File: src/rtl/fwd_hazard_unit.sv
// fwd_hazard_unit: EX operand forwarding selects and load-use stall detection from a shadow pipeline.
module fwd_hazard_unit #(
    parameter int REG_AW = 5,
    parameter int CNT_W  = 16
) (
    input  logic              clk_i,
    input  logic              rst_i,
    input  logic              id_valid_i,
    input  logic [REG_AW-1:0] id_rs_i,
    input  logic [REG_AW-1:0] id_rt_i,
    input  logic [REG_AW-1:0] id_rd_i,
    input  logic              id_regwrite_i,
    input  logic              id_memread_i,
    input  logic              flush_i,
    input  logic              freeze_i,
    output logic [1:0]        fwd_a_o,
    output logic [1:0]        fwd_b_o,
    output logic              stall_o,
    output logic [CNT_W-1:0]  stall_cnt_o
);
    logic              ex_v_q, ex_rw_q, ex_mr_q, mem_v_q, mem_rw_q, mem_mr_q, wb_v_q, wb_rw_q;
    logic [REG_AW-1:0] ex_rs_q, ex_rt_q, ex_rd_q, mem_rd_q, wb_rd_q;
    logic [CNT_W-1:0]  stall_cnt_q;
    logic              ex_v_d, mem_wr, wb_wr;

    assign ex_v_d = id_valid_i & ~flush_i & ~stall_o;
    assign mem_wr = mem_v_q & mem_rw_q & (mem_rd_q != '0);
    assign wb_wr  = wb_v_q & wb_rw_q & (wb_rd_q != '0);

    // EX/MEM beats MEM/WB so the newest write wins
    always_comb begin
        fwd_a_o = !ex_v_q ? 2'b00 : (mem_wr && mem_rd_q == ex_rs_q) ? 2'b10 :
                  (wb_wr && wb_rd_q == ex_rs_q) ? 2'b01 : 2'b00;
        fwd_b_o = !ex_v_q ? 2'b00 : (mem_wr && mem_rd_q == ex_rt_q) ? 2'b10 :
                  (wb_wr && wb_rd_q == ex_rt_q) ? 2'b01 : 2'b00;
        stall_o = ex_v_q & ex_mr_q & (ex_rd_q != '0) & id_valid_i & ~flush_i &
                  (ex_rd_q == id_rs_i || ex_rd_q == id_rt_i);
    end

    always_ff @(posedge clk_i) begin
        if (rst_i) begin
            ex_v_q      <= 1'b0;
            ex_rw_q     <= 1'b0;
            ex_mr_q     <= 1'b0;
            ex_rs_q     <= '0;
            ex_rt_q     <= '0;
            ex_rd_q     <= '0;
            mem_v_q     <= 1'b0;
            mem_rw_q    <= 1'b0;
            mem_mr_q    <= 1'b0;
            mem_rd_q    <= '0;
            wb_v_q      <= 1'b0;
            wb_rw_q     <= 1'b0;
            wb_rd_q     <= '0;
            stall_cnt_q <= '0;
        end else if (!freeze_i) begin
            wb_v_q      <= mem_v_q;
            wb_rw_q     <= mem_rw_q;
            wb_rd_q     <= mem_rd_q;
            mem_v_q     <= ex_v_q;
            mem_rw_q    <= ex_rw_q;
            mem_mr_q    <= ex_mr_q;
            mem_rd_q    <= ex_rd_q;
            ex_v_q      <= ex_v_d;
            ex_rw_q     <= ex_v_d & id_regwrite_i;
            ex_mr_q     <= ex_v_d & id_memread_i;
            ex_rs_q     <= id_rs_i;
            ex_rt_q     <= id_rt_i;
            ex_rd_q     <= id_rd_i;
            stall_cnt_q <= stall_cnt_q + CNT_W'(stall_o & ~&stall_cnt_q);
        end
    end

    assign stall_cnt_o = stall_cnt_q;
endmodule
File: config.mk
export PLATFORM = sky130hd
export DESIGN_NAME = fwd_hazard_unit
export DESIGN_NICKNAME = d
export VERILOG_FILES = /design/src/rtl/fwd_hazard_unit.sv
export SDC_FILE = /design/constraint.sdc
export NUM_CORES = 1
export LEC_CHECK = 0
export CORE_ASPECT_RATIO = 1.4
export CORE_UTILIZATION = 30
export DETAILED_ROUTE_END_ITERATION = 10
export GPL_TIMING_DRIVEN = 0
export MAX_ROUTING_LAYER = met4
export SLEW_MARGIN = 20
export SYNTH_ARGS = -nofsm -noshare
export SYNTH_HDL_FRONTEND = slang
export SYNTH_SLANG_ARGS = --single-unit
File: constraint.sdc
create_clock -name clk_i -period 3 [get_ports clk_i]
set_input_delay 0.6 -clock clk_i [delete_from_list [all_inputs] [get_ports clk_i]]
set_output_delay 0.6 -clock clk_i [all_outputs]
set_load 0.05 [all_outputs]
==> impl_metrics.yaml, run 1 <==
outcome:
  status: "complete, no violations"
grt:
  grt_overflow_total: 0
  antenna_found_initial: 0
  grt_pass1_vias: 1800
  grt_max_degree: 15
  grt_use_total_pct: 14.9
  grt_pass1_wl_um: 8570
drt:
  via_per_inst: 4.59
  drt_wl_total_um: 5150
  drtIter0Drc: 33
  drt_first_pass_iters: 4
  ant_nets: 0
  dr_total_vias: 1771
  drc: 0
  wire_per_inst_um: 13.3
timing:
  fin_skew_ps: 10.7
  rsz0062_at_grt: "no"
  finalHoldViolations: 0
  fmax_ghz: 0.345
  layout_setup_ws_ps: 105
  drv_slew: 0
  setup_violations: 0
  worst_pin_slew_ps: 514
  fin_crit_ps: 2900
  maxSlewHeadroom_pct: 65.6
  final.period_utilization_pct: 96.5
flow_run:
  cap_violations: 0
setup_path:
  worstPathCellList: "clkdlybuf4s50_1 > xor2_1 > nor3_1 > a22oi_2 > nor2_2 > dlygate4sd2_1"
  regToRegSetupSlack_ps: 320
  r2r_end: "stall_cnt_o[8]$_SDFFE_PP0N_"
  cp_num_buf_inv: 2
  crit_required_ps: 2400
  startpoint_type: "input pin"
  cp_data_arrival_time_ps: 2300
  r2r_start: "ex_rd_q[0]$_SDFFE_PP0N_"
  cp_slowest_cell: "dlygate4sd2_1"
  worstSetupPathType: "input pin to primary output"
  crit_family: "buffers and inverters"
  worstPathMaxFanout: 3
  end_kind: "primary output"
  crit_path_max_incr_delay_ps: 550
  r2r_cells: 11
pwr:
  p_sw_uw: 293
  leakagePower_nw: 1.24
  combPwrFrac_pct: 10.4
  p_sw_share_pct: 23.2
  pwr-share-clk_pct: 36.1
  ir_drop_mv: 0.235
  seq_power_share_pct: 53.5
  cell_internal_pwr_uw: 972
  pwr_density_cell_nw_per_um2: 435
clock_tree:
  htreeDepth: 2
  cts_buffer_depth: 2
  cts_buffers: 5
  insertion_delay_ps: 300
  ctsHoldBuffers: 0
  clock-sinks: 48
  cts_tree: "yes"
  cts_root_buf: "clkbuf_8"
  clk_pin_slew_ps: 80
cells_and_area:
  drive_gt1_share_pct: 8.30
  final_util_pct: 39.8
  syn_to_final_growth_pct: 29.3
  fin_area_sq_um: 2910
  nNetsFinal: 312
  n_antenna_cell: 0
die:
  die_h_um: 104
  die-area_sq_um: 7860
  core_area_sq_um: 7310
  die_w_um: 75.2
  start_util_pct: 30.8
  rows: 37
  pin_count: 43
logic_synthesis:
  yosys.cell_count.top_type: "nor2_1"
  synth-edff-count: 0
  ys_ff_latch: 48
  yosys-top-cells-area: "dfxtp_1, mux2i_1, xor2_1"
  syn_avg_cell_area_sq_um: 9.42
  netlist.area_leader.share_pct: 42.7
  synth_cell_type_count: 32
  syn-instance-count: 239
  netlist_area_sq_um: 2250
  synth_warnings: 0
  synth_area_leader_cell: "dfxtp_1"
  synth_fp_nets: 263
  yosys-top-cells-count: "nor2_1, dfxtp_1, xor2_1"
  async_flop_share_pct: 0
  ys_seq_area_share_pct: 42.7
  synth_flop_cell: "dfxtp_1"
hold_path:
  hold_end: "ex_rw_q$_SDFFE_PP0N_"
  min_from: "ex_rw_q$_SDFFE_PP0N_"
  min_delay_path_depth: 2
  hold_path.class: "register to register"
placement:
  place.gp.congestion: 0.803
  port_buffers: 41
  dpl.hpwl_um: 3930
  place_ws_ps: -436
  post_dp_cell_area_sq_um: 2790
## stage by stage
| stage | total power, mW | hold slack, ps | instances | setup TNS [ps] |
|---|---|---|---|---|
| finish | 1.27 | 479 | 386 | 0 |
| detailed placement | 0.823 | 467 | 377 | -3220 |
| CTS | 1.28 | 480 | 384 | 0 |
| global route | 1.33 | 514 | 386 | 0 |
| floorplan | 0.767 | 454 | 239 | 0 |
| global placement | 0.821 | 468 | 377 | -2970 |
## how the worst max path moves through the flow
stage,start,to,slack [ps],cells after the start
2_1_floorplan,id_rs_i[4],stall_cnt_o[8]$_SDFFE_PP0N_,30,13
3_5_place_dp,id_rt_i[4],stall_cnt_o[8]$_SDFFE_PP0N_,-440,14
5_1_grt,id_rs_i[4],stall_cnt_o[9]$_SDFFE_PP0N_,8,12
6_report,id_rs_i[4],stall_o,100,6
3_3_place_gp,id_rt_i[0],stall_cnt_o[8]$_SDFFE_PP0N_,-380,14
4_1_cts,id_rt_i[4],stall_cnt_o[8]$_SDFFE_PP0N_,2,13
## state kept, by name, indices dropped and copies added, names as in the netlist, 5 cells and up
name / cells
wb_rd_q: 5
stall_cnt_o: 16
ex_rs_q: 5
mem_rd_q: 5
ex_rt_q: 5
ex_rd_q: 5
## power groups by stage
stage	clock, mW	sequential, mW	combinational [mW]
3_5_place_dp	0	0.693	0.130
3_3_place_gp	0	0.692	0.129
5_1_grt	0.501	0.680	0.144
2_1_floorplan	0	0.685	0.0817
4_1_cts	0.471	0.678	0.131
6_report	0.457	0.677	0.131
## tightest hold or removal path: cells and delay by family, from the launching register on
kind,cells,cell delay (ps)
DFF,1,320
and+or+nand+nor,1,60
AOI/OAI and AO/OA,1,60
## metal layers
metal	vias up	track usage [%]	wire, um
met3	6	3.68	242
met4	0	5.69	85
met5	-	-	0
met2	38	25.4	2670
met1	825	16.2	2150
li1	902	-	-
## layout make-up
class	count	area [sq um]
plain buffers	9	41.3
clock buffers	6	72.6
clock inverters	2	35.0
fillers	784	4400
inverters	1	3.75
multi-input cells	180	1260
flip-flops and latches	48	961
well taps	97	121
repair buffers	43	412
## placed cells by master (no fill, tap or decap), drive strengths merged
master         Yosys  final
o22ai              2      2
o21ai              1      1
mux2i             31     31
o21a               1      1
buf                4      6
nor3               5      5
nand3              7      7
and4               1      1
and2               2      2
nor2              49     49
xor2              32     32
clkinv             0      1
nand4              3      3
nand3b             2      2
xnor2             12     12
clkbuf             6     13
nand4b             1      1
or4                4      4
and3               6      6
o211ai             1      1
ha                 2      2
bufinv             0      1
nor4               3      3
o2111ai            2      2
dlygate4sd2        0      3
nand2              8      8
nor2b              3      3
a22oi              1      1
clkdlybuf4s50      0     36
dfxtp             48     48
a21oi              1      1
inv                1      1
## repair_timing
item / CTS / global route
pin swaps: 0 / 1
setup buffers: 0 / 2
gates resized for setup: 7 / 9
endpoints found under the setup margin: 10 / 11
## kinds of logic after synthesis
| logic type | count (synthesis) | share of synthesized area (%) |
|---|---|---|
| simple gates | 94 | 20.1 |
| flops | 48 | 42.7 |
| xor+xnor | 44 | 17.1 |
| mux | 31 | 13.8 |
| buf+inv | 11 | 2.17 |
| compound gates | 9 | 3.00 |
| fa+ha+maj | 2 | 1.11 |
Power figures use the tool's default switching activity.
==> run 2, diff against run 1 <==
--- a/config.mk
+++ b/config.mk
@@ -10,6 +10,8 @@
 export DETAILED_ROUTE_END_ITERATION = 10
 export GPL_TIMING_DRIVEN = 0
 export MAX_ROUTING_LAYER = met4
+export PLACE_DENSITY = 0.53
+export REMOVE_ABC_BUFFERS = 1
 export SLEW_MARGIN = 20
 export SYNTH_ARGS = -nofsm -noshare
 export SYNTH_HDL_FRONTEND = slang
==> run 2 against run 1 <==
Against the previous run:
- non-clock buffer count shrank 8
- first-iteration DRC count is 39% higher
- power decreased by 4.8%
- die area unchanged
- critical path depth unchanged
- critical endpoint unchanged
- flip-flop and latch count unchanged
- final area fell by 0.39%
- sequential share of layout area rose by 0.13 points
- via count fell by 1.3%
- clock power is 14% lower
- highest routed layer unchanged
- combinational power increased by 3%
- worst hold slack improved by 7.5 ps
==> impl_metrics.yaml, run 2 (same netlist as run 1, synthesis figures left out) <==
clock_tree:
  clock-sinks: 48
  insertion_delay_ps: 290
  htreeDepth: 2
  cts_root_buf: "clkbuf_8"
  cts_buffer_depth: 2
  cts_buffers: 5
  cts_tree: "yes"
  clk_pin_slew_ps: 80
  postCtsSetupBuffers: 0
setup_path:
  worstPathMaxFanout: 4
  crit_path_max_incr_delay_ps: 520
  critPathLaunch: "id_rs_i[4]"
  r2r_start: "ex_rd_q[0]$_SDFFE_PP0N_"
  cp_data_arrival_time_ps: 2280
  cp_slowest_cell: "clkdlybuf4s50_1"
  crit_required_ps: 2400
  crit_family: "buffers and inverters"
  worstSetupPathType: "input pin to primary output"
  worstPathCellList: "clkdlybuf4s50_1 > xor2_1 > nor3_2 > a22oi_2 > nor2_4 > clkdlybuf4s15_1"
  cp_num_buf_inv: 2
  end_kind: "primary output"
  startpoint_type: "input pin"
timing:
  drv_slew: 0
  rsz0062_at_grt: "no"
  finalSetupTns_ps: 0
  fmax_ghz: 0.347
  layout_setup_ws_ps: 117
  finalHoldViolations: 0
  worst_pin_slew_ps: 545
  fin_skew_ps: 6.08
  setup_violations: 0
  final.period_utilization_pct: 96.1
  holdWs_ps: 486
  maxSlewHeadroom_pct: 63.7
  fin_crit_ps: 2880
grt:
  antenna_found_initial: 0
  grt_pass1_vias: 1774
  grt_pass1_wl_um: 8540
  grt_max_degree: 41
  grt_overflow_total: 0
  grt_use_total_pct: 14.5
die:
  die_h_um: 104
  pin_count: 43
  die-area_sq_um: 7860
  rows: 37
  start_util_pct: 30.8
  die_w_um: 75.2
  core_area_sq_um: 7310
cells_and_area:
  final_util_pct: 39.6
  most-common-layout-cells: "nor2_1, dfxtp_1, clkdlybuf4s50_1"
  nNetsFinal: 304
  nFillCells: 804
  syn_to_final_growth_pct: 28.8
  instances_no_fill: 378
  n_antenna_cell: 0
  register_area_sq_um: 961
  multi_input_area_sq_um: 1270
  largest_register_ffs: 16
  drive_gt1_share_pct: 7.47
hold_path:
  hold_path.class: "register to register"
  min_from: "ex_rw_q$_SDFFE_PP0N_"
pwr:
  ir_drop_mv: 0.228
  pwr_density_cell_nw_per_um2: 416
  leakagePower_nw: 1.22
placement:
  dpl.hpwl_um: 3660
  dp_cells: 370
  port_buffers: 42
  place.gp.congestion: 0.751
  place_ws_ps: -365
flow_run:
  cap_violations: 0
drt:
  drc: 0
  via_per_inst: 4.62
  dr_total_vias: 1748
  drt_wl_total_um: 5040
  drt_first_pass_iters: 5
  drtIter0Drc: 46
  ant_nets: 0
  wire_per_inst_um: 13.3
outcome:
  status: "complete, no violations"
[run 2: tightest hold or removal path: cells and delay by family, from the launching register on]
kind	cells	cell delay, ps
flip-flops	1	320
AND/OR/NAND/NOR	1	60
AO/OA/AOI/OAI	1	60
[run 2: final cells by class]
cell class	count	share of cell area, %
Clock buffer	8	3.11
Inverter	1	0.129
Multi-Input combinational cell	180	43.9
Sequential cell	48	33.1
Tap cell	97	4.19
Timing Repair Buffer	44	15.5
[run 2: repair_timing]
| action | 4_1_cts | 5_1_grt |
|---|---|---|
| gates cloned | 0 | 0 |
| hold buffers | 0 | 0 |
| endpoints found under the setup margin | 10 | 9 |
| resized for setup | 10 | 9 |
[run 2: metal layers]
metal / wire, um / global-route usage, % / vias to the layer above
met5: 0 / - / -
met4: 74 / 5.29 / 0
met3: 188 / 3.00 / 6
met2: 2490 / 23.3 / 35
met1: 2290 / 17.6 / 820
li1: - / - / 887
[run 2: worst paths after layout]
| check | endpoint | slack, ps | depth (start not counted) |
|---|---|---|---|
| max | stall_o | 120 | 6 |
| min | ex_rw_q$_SDFFE_PP0N_ | 490 | 2 |
| max reg2reg | stall_cnt_o[8]$_SDFFE_PP0N_ | 240 | 11 |
| min reg2reg | ex_rw_q$_SDFFE_PP0N_ | 490 | 2 |
[run 2: per-stage QoR]
stage	cell area, sq um	total power, mW
after floorplan	2210	0.749
after global placement	2750	0.823
after detailed placement	2790	0.825
after CTS	2880	1.23
after global routing	2900	1.27
final	2900	1.20
[run 2: power breakdown]
part	switching (mW)	leakage (nW)	internal, mW
registers	0.0228	0.390	0.654
logic	0.0620	0.788	0.0731
clock network	0.205	0.0455	0.188
total	0.289	1.22	0.915
==> run 3, diff against run 2 <==
--- a/config.mk
+++ b/config.mk
@@ -5,6 +5,7 @@
 export SDC_FILE = /design/constraint.sdc
 export NUM_CORES = 1
 export LEC_CHECK = 0
+export ABC_CLOCK_PERIOD_IN_PS = 3000
 export CORE_ASPECT_RATIO = 1.4
 export CORE_UTILIZATION = 30
 export DETAILED_ROUTE_END_ITERATION = 10
==> results of run 3 <==
The final DEF is identical to that of run 2; final timing and power are the same.
